`config.mk`:
```
export PLATFORM = sky130hd
export DESIGN_NAME = gf180_ram_512x32_arbiter
export DESIGN_NICKNAME = d
export VERILOG_FILES = /design/src/rtl/gf180_ram_512x32_arbiter.sv
export SDC_FILE = /design/constraint.sdc
export NUM_CORES = 1
export LEC_CHECK = 0
export ABC_CLOCK_PERIOD_IN_PS = 1300
export CAP_MARGIN = 20
export CELL_PAD_IN_SITES_DETAIL_PLACEMENT = 0
export CELL_PAD_IN_SITES_GLOBAL_PLACEMENT = 2
export CORE_ASPECT_RATIO = 1.2
export CORE_MARGIN = 3
export CORE_UTILIZATION = 15
export CTS_BUF_LIST = sky130_fd_sc_hd__clkbuf_16
export CTS_CLUSTER_DIAMETER = 50
export DETAILED_ROUTE_END_ITERATION = 12
export PLACE_DENSITY_LB_ADDON = 0.1
export SLEW_MARGIN = 0
export SYNTH_ARGS = -nofsm -noshare
export SYNTH_HDL_FRONTEND = slang
export SYNTH_SLANG_ARGS = --single-unit
```
`constraint.sdc`:
```
create_clock -name clk -period 1.3 [get_ports clk]
set_clock_uncertainty 0.05 [all_clocks]
set_input_delay 0.325 -clock clk [delete_from_list [all_inputs] [get_ports clk]]
set_output_delay 0.325 -clock clk [all_outputs]
set_load 0.01 [all_outputs]
```
`src/rtl/gf180_ram_512x32_arbiter.sv`:
```
`default_nettype none
// ============================================================================
//  Module   : gf180_ram_512x32_arbiter
//  Purpose  : Round-robin two-port arbiter and fixed three-cycle sequencer
//             for the single-port GF180_RAM_512x32 macro.
//             - Port 0 is the CPU side and port 1 is the DMA side.
//             - All RAM controls (active low) come from registers.
//             - Read data returns with a one-cycle ready pulse.
//  Revision : 1.0 - initial release
// ============================================================================
module gf180_ram_512x32_arbiter #(
   parameter int AW = 9,
   parameter int DW = 32
) (
   input  logic            clk,
   input  logic            resetn,
   // Port 0 (CPU / Wishbone adapter)
   input  logic            p0_valid,
   input  logic [AW-1:0]   p0_addr,
   input  logic [DW-1:0]   p0_wdata,
   input  logic [DW/8-1:0] p0_wstrb,
   output logic            p0_ready,
   output logic [DW-1:0]   p0_rdata,
   // Port 1 (DMA / housekeeping)
   input  logic            p1_valid,
   input  logic [AW-1:0]   p1_addr,
   input  logic [DW-1:0]   p1_wdata,
   input  logic [DW/8-1:0] p1_wstrb,
   output logic            p1_ready,
   output logic [DW-1:0]   p1_rdata,
   // Status
   output logic            busy,
   output logic            gnt_id,
   // RAM macro side
   output logic            ram_cen,
   output logic            ram_gwen,
   output logic [DW/8-1:0] ram_wen,
   output logic [AW-1:0]   ram_a,
   output logic [DW-1:0]   ram_d,
   input  logic [DW-1:0]   ram_q
);

   localparam int c_NB = DW / 8;

   typedef enum logic [1:0] {
      ST_IDLE   = 2'd0,
      ST_ACCESS = 2'd1,
      ST_RESP   = 2'd2
   } state_t;

   // ------------------------------------------------------------------
   // Registered state
   // ------------------------------------------------------------------
   state_t            r_state;
   logic              r_last_gnt;
   logic              r_gnt_id;
   logic              r_ram_cen;
   logic              r_ram_gwen;
   logic [c_NB-1:0]   r_ram_wen;
   logic [AW-1:0]     r_ram_a;
   logic [DW-1:0]     r_ram_d;
   logic              r_p0_ready;
   logic              r_p1_ready;

   // ------------------------------------------------------------------
   // Next-state values
   // ------------------------------------------------------------------
   state_t            w_state_nxt;
   logic              w_last_gnt_nxt;
   logic              w_gnt_id_nxt;
   logic              w_ram_cen_nxt;
   logic              w_ram_gwen_nxt;
   logic [c_NB-1:0]   w_ram_wen_nxt;
   logic [AW-1:0]     w_ram_a_nxt;
   logic [DW-1:0]     w_ram_d_nxt;
   logic              w_p0_ready_nxt;
   logic              w_p1_ready_nxt;

   // ------------------------------------------------------------------
   // Arbitration outputs
   // ------------------------------------------------------------------
   logic              w_req_any;
   logic              w_winner;
   logic [AW-1:0]     w_sel_addr;
   logic [DW-1:0]     w_sel_wdata;
   logic [c_NB-1:0]   w_sel_wstrb;
   logic              w_sel_is_read;

   // Round-robin pick: a lone requester wins, a tie goes to the port that
   // did not win last time so neither side can be starved.
   always_comb begin
      w_req_any = p0_valid | p1_valid;
      if (p0_valid && p1_valid) begin
         w_winner = ~r_last_gnt;
      end else begin
         w_winner = p1_valid;
      end
      w_sel_addr    = w_winner ? p1_addr  : p0_addr;
      w_sel_wdata   = w_winner ? p1_wdata : p0_wdata;
      w_sel_wstrb   = w_winner ? p1_wstrb : p0_wstrb;
      w_sel_is_read = (w_sel_wstrb == '0);
   end

   // Sequencer: IDLE launches the access, ACCESS lets the RAM sample and
   // raises ready, RESP holds ready for one cycle. Only IDLE arbitrates,
   // because the requester still shows its old valid during RESP.
   always_comb begin
      w_state_nxt    = r_state;
      w_last_gnt_nxt = r_last_gnt;
      w_gnt_id_nxt   = r_gnt_id;
      w_ram_cen_nxt  = 1'b1;
      w_ram_gwen_nxt = 1'b1;
      w_ram_wen_nxt  = '1;
      w_ram_a_nxt    = r_ram_a;
      w_ram_d_nxt    = r_ram_d;
      w_p0_ready_nxt = 1'b0;
      w_p1_ready_nxt = 1'b0;

      case (r_state)
         ST_IDLE: begin
            if (w_req_any) begin
               w_state_nxt    = ST_ACCESS;
               w_ram_cen_nxt  = 1'b0;
               w_ram_a_nxt    = w_sel_addr;
               w_ram_d_nxt    = w_sel_wdata;
               // A read leaves every byte enable deasserted (all ones).
               w_ram_gwen_nxt = w_sel_is_read;
               w_ram_wen_nxt  = ~w_sel_wstrb;
               w_gnt_id_nxt   = w_winner;
               w_last_gnt_nxt = w_winner;
            end
         end

         ST_ACCESS: begin
            // Controls drop back to inactive; address/data simply hold.
            w_state_nxt    = ST_RESP;
            w_p0_ready_nxt = (r_gnt_id == 1'b0);
            w_p1_ready_nxt = (r_gnt_id == 1'b1);
         end

         ST_RESP: begin
            w_state_nxt = ST_IDLE;
         end

         default: begin
            w_state_nxt = ST_IDLE;
         end
      endcase
   end

   // State register.
   always_ff @(posedge clk or negedge resetn) begin
      if (!resetn) begin
         r_state <= ST_IDLE;
      end else begin
         r_state <= w_state_nxt;
      end
   end

   // Registered RAM controls, grant bookkeeping and ready pulses.
   always_ff @(posedge clk or negedge resetn) begin
      if (!resetn) begin
         r_last_gnt <= 1'b1;          // port 0 wins the first tie
         r_gnt_id   <= 1'b0;
         r_ram_cen  <= 1'b1;
         r_ram_gwen <= 1'b1;
         r_ram_wen  <= '1;
         r_ram_a    <= '0;
         r_ram_d    <= '0;
         r_p0_ready <= 1'b0;
         r_p1_ready <= 1'b0;
      end else begin
         r_last_gnt <= w_last_gnt_nxt;
         r_gnt_id   <= w_gnt_id_nxt;
         r_ram_cen  <= w_ram_cen_nxt;
         r_ram_gwen <= w_ram_gwen_nxt;
         r_ram_wen  <= w_ram_wen_nxt;
         r_ram_a    <= w_ram_a_nxt;
         r_ram_d    <= w_ram_d_nxt;
         r_p0_ready <= w_p0_ready_nxt;
         r_p1_ready <= w_p1_ready_nxt;
      end
   end

   // ------------------------------------------------------------------
   // Outputs. Read data is a straight fan-out of the RAM Q bus; each
   // requester only looks at it while its own ready is high.
   // ------------------------------------------------------------------
   assign p0_ready = r_p0_ready;
   assign p1_ready = r_p1_ready;
   assign p0_rdata = ram_q;
   assign p1_rdata = ram_q;
   assign busy     = (r_state != ST_IDLE);
   assign gnt_id   = r_gnt_id;
   assign ram_cen  = r_ram_cen;
   assign ram_gwen = r_ram_gwen;
   assign ram_wen  = r_ram_wen;
   assign ram_a    = r_ram_a;
   assign ram_d    = r_ram_d;

endmodule
`default_nettype wire

```
=== After elaboration in Yosys (flattened, before gate mapping) ===
Cells that the tools add are included.

* Flip-flop bits (word level): 53
* Output and inout port bits: 115
* Bits of input ports: 126
* Logic and storage cells: 35

* Bitwise operators: 4
* Equal/unequal tests: 2
* Muxes and demuxes: 14
* Reduce and logical (&&, ||, !) cells: 5

{| class="wikitable"
|+ Operator list
! operator !! count
|-
| $mux 32 || 1
|-
| $mux 4 || 3
|-
| $mux 9 || 1
|-
| $mux 1 || 7
|-
| $logic_not 4->1 || 1
|-
| $not 4->4 || 1
|-
| $pmux 2 s2 || 1
|-
| $eq 2x1->1 const B || 1
|-
| $logic_not 2->1 || 1
|-
| $mux 2 || 1
|-
| $ne 2x2->1 const B || 1
|-
| $not 1->1 || 2
|-
| $reduce_and 2->1 || 1
|-
| $reduce_bool 2->1 || 1
|-
| $logic_and 1x1->1 || 1
|-
| $or 1x1->1 || 1
|}

=== Depth between registers and ports, before layout ===
Gate-level depths: netlist (run 1).

* Word-level depth: 6
* Depth in mapped cells: 6
* Gate-level depth less buffers: 4

=== Least setup slack after synthesis (run 1) ===
Ideal clock, no wire load.

* Path type: register -> register
* Start: register r_last_gnt
* End: register r_ram_a[0] (netlist: ram_a[0])
* Stages on the path, launching flop included: 6
* Data arrival time: 1.297 ns
* Period minus slack after synthesis: 1.429 ns
* Data required time: 1.169 ns
* Setup time: 0.081 ns
* Slack: -0.129 ns
* Path buffers: 2
* Path through: dfstp_2 > a21bo_2 > buf_4 > clkbuf_1 > nand2_1 > a31oi_2

* Longest elaborated chain between the ends: 3

{| class="wikitable"
|+ RTL lines
! item !! RTL line !! RTL
|-
| start: declaration || 55 || <nowiki>logic r_last_gnt;</nowiki>
|-
| start signal: assignment || 173 || <nowiki>r_last_gnt <= w_last_gnt_nxt;</nowiki>
|-
| $not 1->1 || 94 || <nowiki>w_winner = ~r_last_gnt;</nowiki>
|-
| $mux 1 || 93 || <nowiki>if (p0_valid && p1_valid) begin</nowiki>
|-
| $mux 9 || 98 || <nowiki>w_sel_addr = w_winner ? p1_addr : p0_addr;</nowiki>
|-
| end signal: assignment || 178 || <nowiki>r_ram_a <= w_ram_a_nxt;</nowiki>
|-
| end: declaration || 60 || <nowiki>logic [AW-1:0] r_ram_a;</nowiki>
|}

Every way passes these cells.
A chain may end at the register's enable or synchronous reset.

=== Worst setup path in the final report (run 1) ===
* Start: register r_state[1]
* End: output busy

* Longest elaborated chain between the ends: 1

{| class="wikitable"
|+ RTL lines
! item !! RTL line !! RTL
|-
| start: declaration || 54 || <nowiki>state_t r_state;</nowiki>
|-
| start signal: assignment || 156 || <nowiki>r_state <= w_state_nxt;</nowiki>
|-
| $reduce_bool 2->1 || 193 || <nowiki>assign busy = (r_state != ST_IDLE);</nowiki>
|-
| end: declaration || 32 || <nowiki>output logic busy,</nowiki>
|}

Every way passes these cells.

==> metrics.txt, run 1 <==
# TYPE chip_impl_metric gauge
chip_impl_info{name="outcome",value="complete, but fails checks"} 1
chip_impl_info{name="violations",value="negative setup slack"} 1
chip_impl_info{name="setup_repair_after_global_routing_missed_its_margin",value="yes"} 1
chip_impl_metric{name="power-per-cell-area",unit="mW/mm^2"} 2010
chip_impl_info{name="synth_most_common_cell",value="sky130_fd_sc_hd__nand2_1"} 1
chip_impl_metric{name="routability_driven_placement_congestion_ratio",unit=""} 0.663
chip_impl_metric{name="grt_pass1_wl",unit="mm"} 17.8
chip_impl_metric{name="final-seq-area",unit="mm^2"} 0.00134
chip_impl_metric{name="synthDistinctLibCells",unit=""} 22
chip_impl_metric{name="chipHeight",unit="um"} 160
chip_impl_metric{name="worstSkewPairLatency",unit="ns"} 0.30
chip_impl_metric{name="number_of_warning_messages_in_the_yosys_log",unit=""} 0
chip_impl_metric{name="core_area",unit="mm^2"} 0.0191
chip_impl_info{name="hold_path_end",value="r_state[1]"} 1
chip_impl_info{name="path_cells",value="nor2_4 > inv_2 > buf_6"} 1
chip_impl_metric{name="fraction_of_final_layout_cells_sized_beyond_drive_strength_1",unit="%"} 40.0
chip_impl_info{name="worst-setup-path-type",value="reg -> out"} 1
chip_impl_metric{name="cts.sinks",unit=""} 53
chip_impl_metric{name="cts_buffers",unit=""} 5
chip_impl_metric{name="critical_path.max_fanout",unit=""} 4
chip_impl_metric{name="static_leakage_power",unit="nW"} 2.05
chip_impl_metric{name="drt_wl_total",unit="mm"} 11.8
chip_impl_metric{name="total_vias_in_the_final_route",unit=""} 2713
chip_impl_metric{name="dpl.hpwl",unit="mm"} 7.96
chip_impl_metric{name="fin_crit",unit="ns"} 1.42
chip_impl_metric{name="cell_depth_of_the_worst_hold_path",unit=""} 1
chip_impl_metric{name="starting_density",unit="%"} 15.5
chip_impl_metric{name="htree_num_levels",unit=""} 2
chip_impl_metric{name="power",unit="mW"} 9.80
chip_impl_metric{name="final.fill_count",unit=""} 2078
chip_impl_info{name="synth_top_cell_by_area",value="sky130_fd_sc_hd__dfrtp_1"} 1
chip_impl_metric{name="drtPass1Iterations",unit=""} 4
chip_impl_metric{name="count_of_max_cap_constraint_violations",unit=""} 0
chip_impl_metric{name="routed_via_density",unit=""} 3.85
chip_impl_metric{name="finalHoldViolations",unit=""} 0
chip_impl_info{name="slowest_stage",value="sky130_fd_sc_hd__dfrtp_1"} 1
chip_impl_metric{name="grt.total_usage",unit="%"} 10.8
chip_impl_info{name="ys_top_cells_by_count",value="sky130_fd_sc_hd__nand2_1 (88), sky130_fd_sc_hd__buf_4 (65), sky130_fd_sc_hd__dfrtp_1 (46)"} 1
chip_impl_metric{name="grt_start_max_net_pins",unit=""} 54
chip_impl_metric{name="synth.ff_latch_count",unit=""} 53
chip_impl_metric{name="grt_overflow",unit=""} 0
chip_impl_metric{name="reg2reg_depth",unit=""} 5
chip_impl_metric{name="ir_worst_vdd",unit="mV"} 0.673
chip_impl_metric{name="ant_nets",unit=""} 0
chip_impl_info{name="worst_hold_path_type",value="reg -> reg"} 1
chip_impl_metric{name="final-max-slew-violation-count",unit=""} 0
chip_impl_metric{name="dieArea",unit="mm^2"} 0.0214
chip_impl_metric{name="drtIter0Drc",unit=""} 48
chip_impl_metric{name="critPathMaxStageDelay",unit="ns"} 0.41
chip_impl_metric{name="worstPathRequired",unit="ns"} 0.93
chip_impl_metric{name="multi_input_area",unit="mm^2"} 0.00123
chip_impl_info{name="holdCritStartpoint",value="r_state[1]"} 1
chip_impl_metric{name="final_nets",unit=""} 573
chip_impl_metric{name="worstPathArrival",unit="ns"} 1.05
chip_impl_metric{name="reg2reg_slack",unit="ns"} -0.11
chip_impl_metric{name="synthToLayoutAreaGrowth",unit="%"} 65.4
chip_impl_metric{name="drt-wirelength-per-cell",unit="um"} 16.8
chip_impl_metric{name="netlist_area",unit="mm^2"} 0.00295
chip_impl_metric{name="synth_enable_flop_cells",unit=""} 0
chip_impl_metric{name="synth_cells",unit=""} 330
chip_impl_metric{name="slew-limit-headroom",unit="%"} 78.4
chip_impl_info{name="startpoint_of_the_worst_slack_reg_to_reg_timing_path",value="r_state[1]"} 1
chip_impl_metric{name="synth-async-reset-ratio",unit="%"} 100
chip_impl_metric{name="syn_area_per_cell",unit="um^2"} 8.93
chip_impl_metric{name="synth_top_area_share",unit="%"} 39.1
chip_impl_metric{name="n_antenna_cell",unit=""} 0
chip_impl_metric{name="layout.core_utilization",unit="%"} 25.6
chip_impl_metric{name="io_buffer_count",unit=""} 144
chip_impl_info{name="post_synth_main_area_contributors",value="sky130_fd_sc_hd__dfrtp_1 (39%), sky130_fd_sc_hd__buf_4 (17%), sky130_fd_sc_hd__nand2_1 (11%)"} 1
chip_impl_metric{name="fraction_of_the_yosys_area_taken_by_sequential_cells",unit="%"} 45.3
chip_impl_metric{name="layout_setup_ws",unit="ns"} -0.125
chip_impl_info{name="dominantRegCellSynth",value="sky130_fd_sc_hd__dfrtp_1"} 1
chip_impl_info{name="clockRootBuffer",value="sky130_fd_sc_hd__clkbuf_16"} 1
chip_impl_info{name="tritoncts",value="built"} 1
chip_impl_metric{name="first_global_vias",unit=""} 2976
chip_impl_metric{name="tightest_slew",unit="ns"} 0.322
chip_impl_info{name="regToRegEndpoint",value="ram_d[5]"} 1
chip_impl_metric{name="fin_tns_setup",unit="ns"} -4.15
chip_impl_metric{name="antenna_found_initial",unit=""} 0
chip_impl_metric{name="mappedNetlistNets",unit=""} 456
chip_impl_metric{name="fmaxAchievable",unit="MHz"} 702
chip_impl_metric{name="placement_rows",unit=""} 55
chip_impl_metric{name="clock_path_buffers",unit=""} 2
chip_impl_metric{name="clock_transition_time_at_the_flip_flop_clock_pins_of_the_worst_setup_and_hold_paths",unit="ns"} 0.07
chip_impl_info{name="start_kind",value="register"} 1
chip_impl_metric{name="ios",unit=""} 241
chip_impl_info{name="critPathCaptureType",value="primary output"} 1
chip_impl_metric{name="remaining_drc_errors",unit=""} 0
chip_impl_metric{name="final_min_period_over_clock_period",unit="%"} 110
chip_impl_metric{name="setup-violations-final",unit=""} 53
chip_impl_metric{name="die_w",unit="um"} 134
==> per-layer routing <==
layer / vias up / global-route usage, % / part of all wire (%)
li1: 1286 / - / -
met2: 112 / 17.5 / 46
met4: 0 / 3.65 / 2.0
met1: 1287 / 13.7 / 44
met5: - / 0 / 0
met3: 28 / 3.22 / 7.6
==> cell families after synthesis <==
family | synth area share, %
AND/OR/NAND/NOR | 13.2
flip-flops | 45.3
buffers and inverters | 20.8
multiplexers | 1.53
AO/OA/AOI/OAI | 19.2
==> flip-flops by register name (all words and copies together) (netlist names) <==
name,count
ram_a,9
p0_ready,1
ram_wen,4
ram_gwen,1
r_state,2
p1_ready,1
r_last_gnt,1
gnt_id,1
ram_cen,1
ram_d,32
==> worst max-delay path, delay by kind of cell, from the launching register on <==
kind / cells / cell delay (ns)
simple gates: 1 / 0.17
buf+inv: 2 / 0.17
flops: 1 / 0.41
==> final cells by class <==
class / instances / share of cell area [%]
clock buffer: 5 / 2.57
clock inverter: 3 / 0.308
multi-input combinational: 189 / 25.3
tap: 256 / 6.58
inverter: 2 / 0.154
sequential: 53 / 27.4
timing repair buffer: 196 / 37.7
==> worst max path at each step <==
stage                     from       end  depth (start not counted)
finish              r_state[1]      busy                          3
floorplan             p1_valid  ram_a[0]                          6
detailed placement    p1_valid  ram_a[4]                          6
CTS                 r_state[0]      busy                          3
global placement      p1_valid  ram_a[8]                          6
global route        r_last_gnt  ram_d[5]                          5
==> cell usage in the layout (no fill, tap or decap), types with 7 or more instances in the layout <==
cell type | synthesis | layout
sky130_fd_sc_hd__nand2_1 | 88 | 51
sky130_fd_sc_hd__a31oi_1 | 32 | 29
sky130_fd_sc_hd__a31oi_2 | 10 | 10
sky130_fd_sc_hd__buf_12 | 0 | 10
sky130_fd_sc_hd__dfstp_2 | 7 | 7
sky130_fd_sc_hd__buf_2 | 3 | 45
sky130_fd_sc_hd__a21oi_1 | 42 | 42
sky130_fd_sc_hd__nand2_2 | 0 | 27
sky130_fd_sc_hd__clkdlybuf4s50_1 | 0 | 90
sky130_fd_sc_hd__dfrtp_1 | 46 | 46
sky130_fd_sc_hd__buf_4 | 65 | 26
sky130_fd_sc_hd__nand2_4 | 0 | 10
sky130_fd_sc_hd__buf_6 | 4 | 18
==> per-stage QoR <==
stage / worst slack, ns / area [um^2] / instances / hold slack [ns]
after global routing: -0.199 / 4870 / 704 / 0.482
after detailed placement: -0.598 / 4430 / 671 / 0.314
after floorplan: -0.0220 / 2960 / 330 / -0.0206
final: -0.125 / 4870 / 704 / 0.465
after global placement: -0.608 / 4430 / 671 / 0.309
after CTS: -0.121 / 4780 / 704 / 0.465
==> where the power goes <==
group	leakage [nW]	switching, mW	total, mW	internal, mW
logic	1.38	2.73	5.52	2.78
clock network	0.0724	0.663	1.37	0.704
registers	0.596	0.406	2.92	2.51
==> timing repair <==
item	4_1_cts	5_1_grt
buffers inserted	23	1
endpoints found under the setup margin	100	58
hold buffers	1	0
endpoints found under the hold margin	46	0
pin swaps	41	23
gates cloned	3	1
resized for setup	267	26
(Power assumes the default switching activity.)
==> inputs of run 2 (changes only) <==
Settings changed: GPL_ROUTABILITY_DRIVEN set to 0.
==> results of run 2 <==
No change in the layout: final DEF, timing and power equal those of run 1.
==> inputs of run 3 (changes only) <==
Settings changed: CTS_CLUSTER_DIAMETER 50 to unset, REMOVE_ABC_BUFFERS set to 1.
==> metrics.txt, run 3 (synthesis results as in run 1) <==
# TYPE chip_impl_metric gauge
chip_impl_metric{name="total_vias_in_the_final_route",unit=""} 2805
chip_impl_metric{name="htree_num_levels",unit=""} 2
chip_impl_metric{name="layout.core_utilization",unit="%"} 25.9
chip_impl_metric{name="max_reg_flops",unit=""} 32
chip_impl_info{name="layout.cells.most_common_list",value="sky130_fd_sc_hd__clkdlybuf4s50_1 (90), sky130_fd_sc_hd__nand2_1 (81), sky130_fd_sc_hd__dfrtp_1 (46), sky130_fd_sc_hd__a21oi_1 (42), sky130_fd_sc_hd__buf_2 (41)"} 1
chip_impl_metric{name="setup-violations-final",unit=""} 51
chip_impl_metric{name="drt_wl_total",unit="mm"} 15.0
chip_impl_metric{name="static_leakage_power",unit="nW"} 2.01
chip_impl_metric{name="ios",unit=""} 241
chip_impl_metric{name="tightest_slew",unit="ns"} 0.330
chip_impl_info{name="setup_repair_after_global_routing_missed_its_margin",value="yes"} 1
chip_impl_metric{name="final_design_area_no_fill",unit="mm^2"} 0.00494
chip_impl_metric{name="final-max-slew-violation-count",unit=""} 0
chip_impl_metric{name="power-per-cell-area",unit="mW/mm^2"} 2100
chip_impl_info{name="worst-setup-path-type",value="reg -> reg"} 1
chip_impl_metric{name="finalHoldViolations",unit=""} 0
chip_impl_metric{name="grt_overflow",unit=""} 0
chip_impl_info{name="commonest_non_fill_non_tap_cell_in_the_layout",value="sky130_fd_sc_hd__clkdlybuf4s50_1"} 1
chip_impl_metric{name="post_layout_nonfiller_instances",unit=""} 702
chip_impl_metric{name="clock_transition_time_at_the_flip_flop_clock_pins_of_the_worst_setup_and_hold_paths",unit="ns"} 0.08
chip_impl_metric{name="drtIter0Drc",unit=""} 76
chip_impl_metric{name="first_global_vias",unit=""} 2963
chip_impl_metric{name="ir_worst_vdd",unit="mV"} 0.612
chip_impl_metric{name="io_buffer_count",unit=""} 144
chip_impl_metric{name="n_antenna_cell",unit=""} 0
chip_impl_metric{name="grt_start_max_net_pins",unit=""} 54
chip_impl_metric{name="worstSkewPairLatency",unit="ns"} 0.29
chip_impl_metric{name="remaining_drc_errors",unit=""} 0
chip_impl_metric{name="die_w",unit="um"} 134
chip_impl_metric{name="worstPathRequired",unit="ns"} 1.42
chip_impl_info{name="violations",value="negative setup slack"} 1
chip_impl_info{name="clockRootBuffer",value="sky130_fd_sc_hd__clkbuf_16"} 1
chip_impl_metric{name="final_min_period_over_clock_period",unit="%"} 109
chip_impl_metric{name="drtPass1Iterations",unit=""} 4
chip_impl_metric{name="ant_nets",unit=""} 0
chip_impl_metric{name="antenna_found_initial",unit=""} 0
chip_impl_metric{name="dpl.cell_count",unit=""} 675
chip_impl_info{name="outcome",value="complete, but fails checks"} 1
chip_impl_metric{name="layout_setup_ws",unit="ns"} -0.116
chip_impl_metric{name="slew-limit-headroom",unit="%"} 77.9
chip_impl_metric{name="synthToLayoutAreaGrowth",unit="%"} 67.6
chip_impl_metric{name="core_area",unit="mm^2"} 0.0191
chip_impl_metric{name="post_dp_cell_area",unit="mm^2"} 0.00444
chip_impl_metric{name="chipHeight",unit="um"} 160
chip_impl_metric{name="grt_pass1_wl",unit="mm"} 20.1
chip_impl_metric{name="final_nets",unit=""} 571
chip_impl_metric{name="cts_buffers",unit=""} 5
chip_impl_metric{name="routed_via_density",unit=""} 4.00
chip_impl_metric{name="worstPathArrival",unit="ns"} 1.54
chip_impl_metric{name="cts.sinks",unit=""} 53
chip_impl_metric{name="count_of_max_cap_constraint_violations",unit=""} 0
chip_impl_metric{name="placement_rows",unit=""} 55
chip_impl_metric{name="fin_crit",unit="ns"} 1.42
chip_impl_metric{name="dpl.hpwl",unit="mm"} 10.8
chip_impl_info{name="worst_hold_path_type",value="in -> reg"} 1
chip_impl_metric{name="fraction_of_final_layout_cells_sized_beyond_drive_strength_1",unit="%"} 34.8
chip_impl_metric{name="critical_path.max_fanout",unit=""} 7
chip_impl_metric{name="fmaxAchievable",unit="MHz"} 706
chip_impl_info{name="tritoncts",value="built"} 1
chip_impl_metric{name="clock_path_buffers",unit=""} 2
chip_impl_info{name="start_kind",value="register"} 1
chip_impl_metric{name="grt.total_usage",unit="%"} 12.7
chip_impl_metric{name="dieArea",unit="mm^2"} 0.0214
chip_impl_metric{name="starting_density",unit="%"} 15.5
chip_impl_info{name="critPathCaptureType",value="register"} 1
chip_impl_metric{name="drt-wirelength-per-cell",unit="um"} 21.4
## run 3: cell count changes in the layout (fill, tap and decap cells not counted), moves of 2 or more
| cell | delta |
|---|---|
| sky130_fd_sc_hd__a31oi_1 | -8 |
| sky130_fd_sc_hd__a31oi_2 | -2 |
| sky130_fd_sc_hd__a31oi_4 | +10 |
| sky130_fd_sc_hd__buf_2 | -4 |
| sky130_fd_sc_hd__buf_4 | -3 |
| sky130_fd_sc_hd__clkbuf_16 | +5 |
| sky130_fd_sc_hd__clkbuf_2 | +2 |
| sky130_fd_sc_hd__clkinv_2 | +2 |
| sky130_fd_sc_hd__inv_2 | -2 |
| sky130_fd_sc_hd__nand2_1 | +30 |
| sky130_fd_sc_hd__nand2_2 | -21 |
| sky130_fd_sc_hd__nand2_4 | -9 |
## run 3: final timing paths
check | cells after the start | slack, ns | startpoint | end
max | 6 | -0.12 | r_state[1] | ram_a[3]
min | 2 | 0.37 | p0_valid | r_last_gnt
max reg2reg | 6 | -0.12 | r_state[1] | ram_a[3]
min reg2reg | 2 | 0.48 | gnt_id | p0_ready
max in group asynchronous | 3 | 0.37 | resetn | r_last_gnt
min in group asynchronous | 3 | 0.50 | resetn | p0_ready
## run 3: layer usage
metal  wire [um]  part of all wire (%)  global-route usage (%)  up-vias
met4         127                  0.85                    2.62        4
met3        1860                    12                    8.41        9
met2        6680                    44                    18.6      161
li1            -                     -                       -     1285
met5         126                  0.84                    6.48        -
met1        6230                    41                    15.2     1346
## run 3: final cells by class
type | count | area [um^2]
clock buffer | 5 | 125
clock inverter | 3 | 17.5
fill | 2082 | 14100
inverter | 2 | 10.0
multi-input combinational | 189 | 1250
sequential | 53 | 1340
tap | 256 | 320
timing repair buffer | 194 | 1870
## run 3: metrics by stage
step	setup WS, ns	power (mW)	hold WS (ns)	setup TNS, ns
2_1_floorplan	-1.23	4.91	-0.0206	-51.79
6_report	-0.116	10.4	0.375	-4.15
4_1_cts	-0.0910	9.24	0.373	-3.40
5_1_grt	-0.186	11.1	0.404	-7.56
3_5_place_dp	-0.533	8.22	0.309	-25.20
3_3_place_gp	-0.534	8.21	0.309	-25.04
## run 3: repair_timing
action                                  4_1_cts  5_1_grt
resized for setup                           215       43
buffers inserted                              5        4
hold buffers                                  1        0
endpoints found under the setup margin      100       64
gates cloned                                  0        9
pin swaps                                     1        9
hold endpoints to repair                     43        0
## run 3: critical path, stage by stage (launching register included)
cell and delay [ns]:
sky130_fd_sc_hd__dfrtp_1 0.41, sky130_fd_sc_hd__nor2_4 0.12, sky130_fd_sc_hd__buf_6 0.10, sky130_fd_sc_hd__buf_6 0.09, sky130_fd_sc_hd__and2_4 0.26, sky130_fd_sc_hd__clkbuf_16 0.19, sky130_fd_sc_hd__a31oi_1 0.08
## run 3: power breakdown
part / switching, mW / total [mW] / internal, mW / leakage [nW]
logic: 2.96 / 6.05 / 3.09 / 1.35
clock network: 0.648 / 1.36 / 0.710 / 0.0696
registers: 0.447 / 2.96 / 2.52 / 0.596
total: 4.05 / 10.4 / 6.31 / 2.01
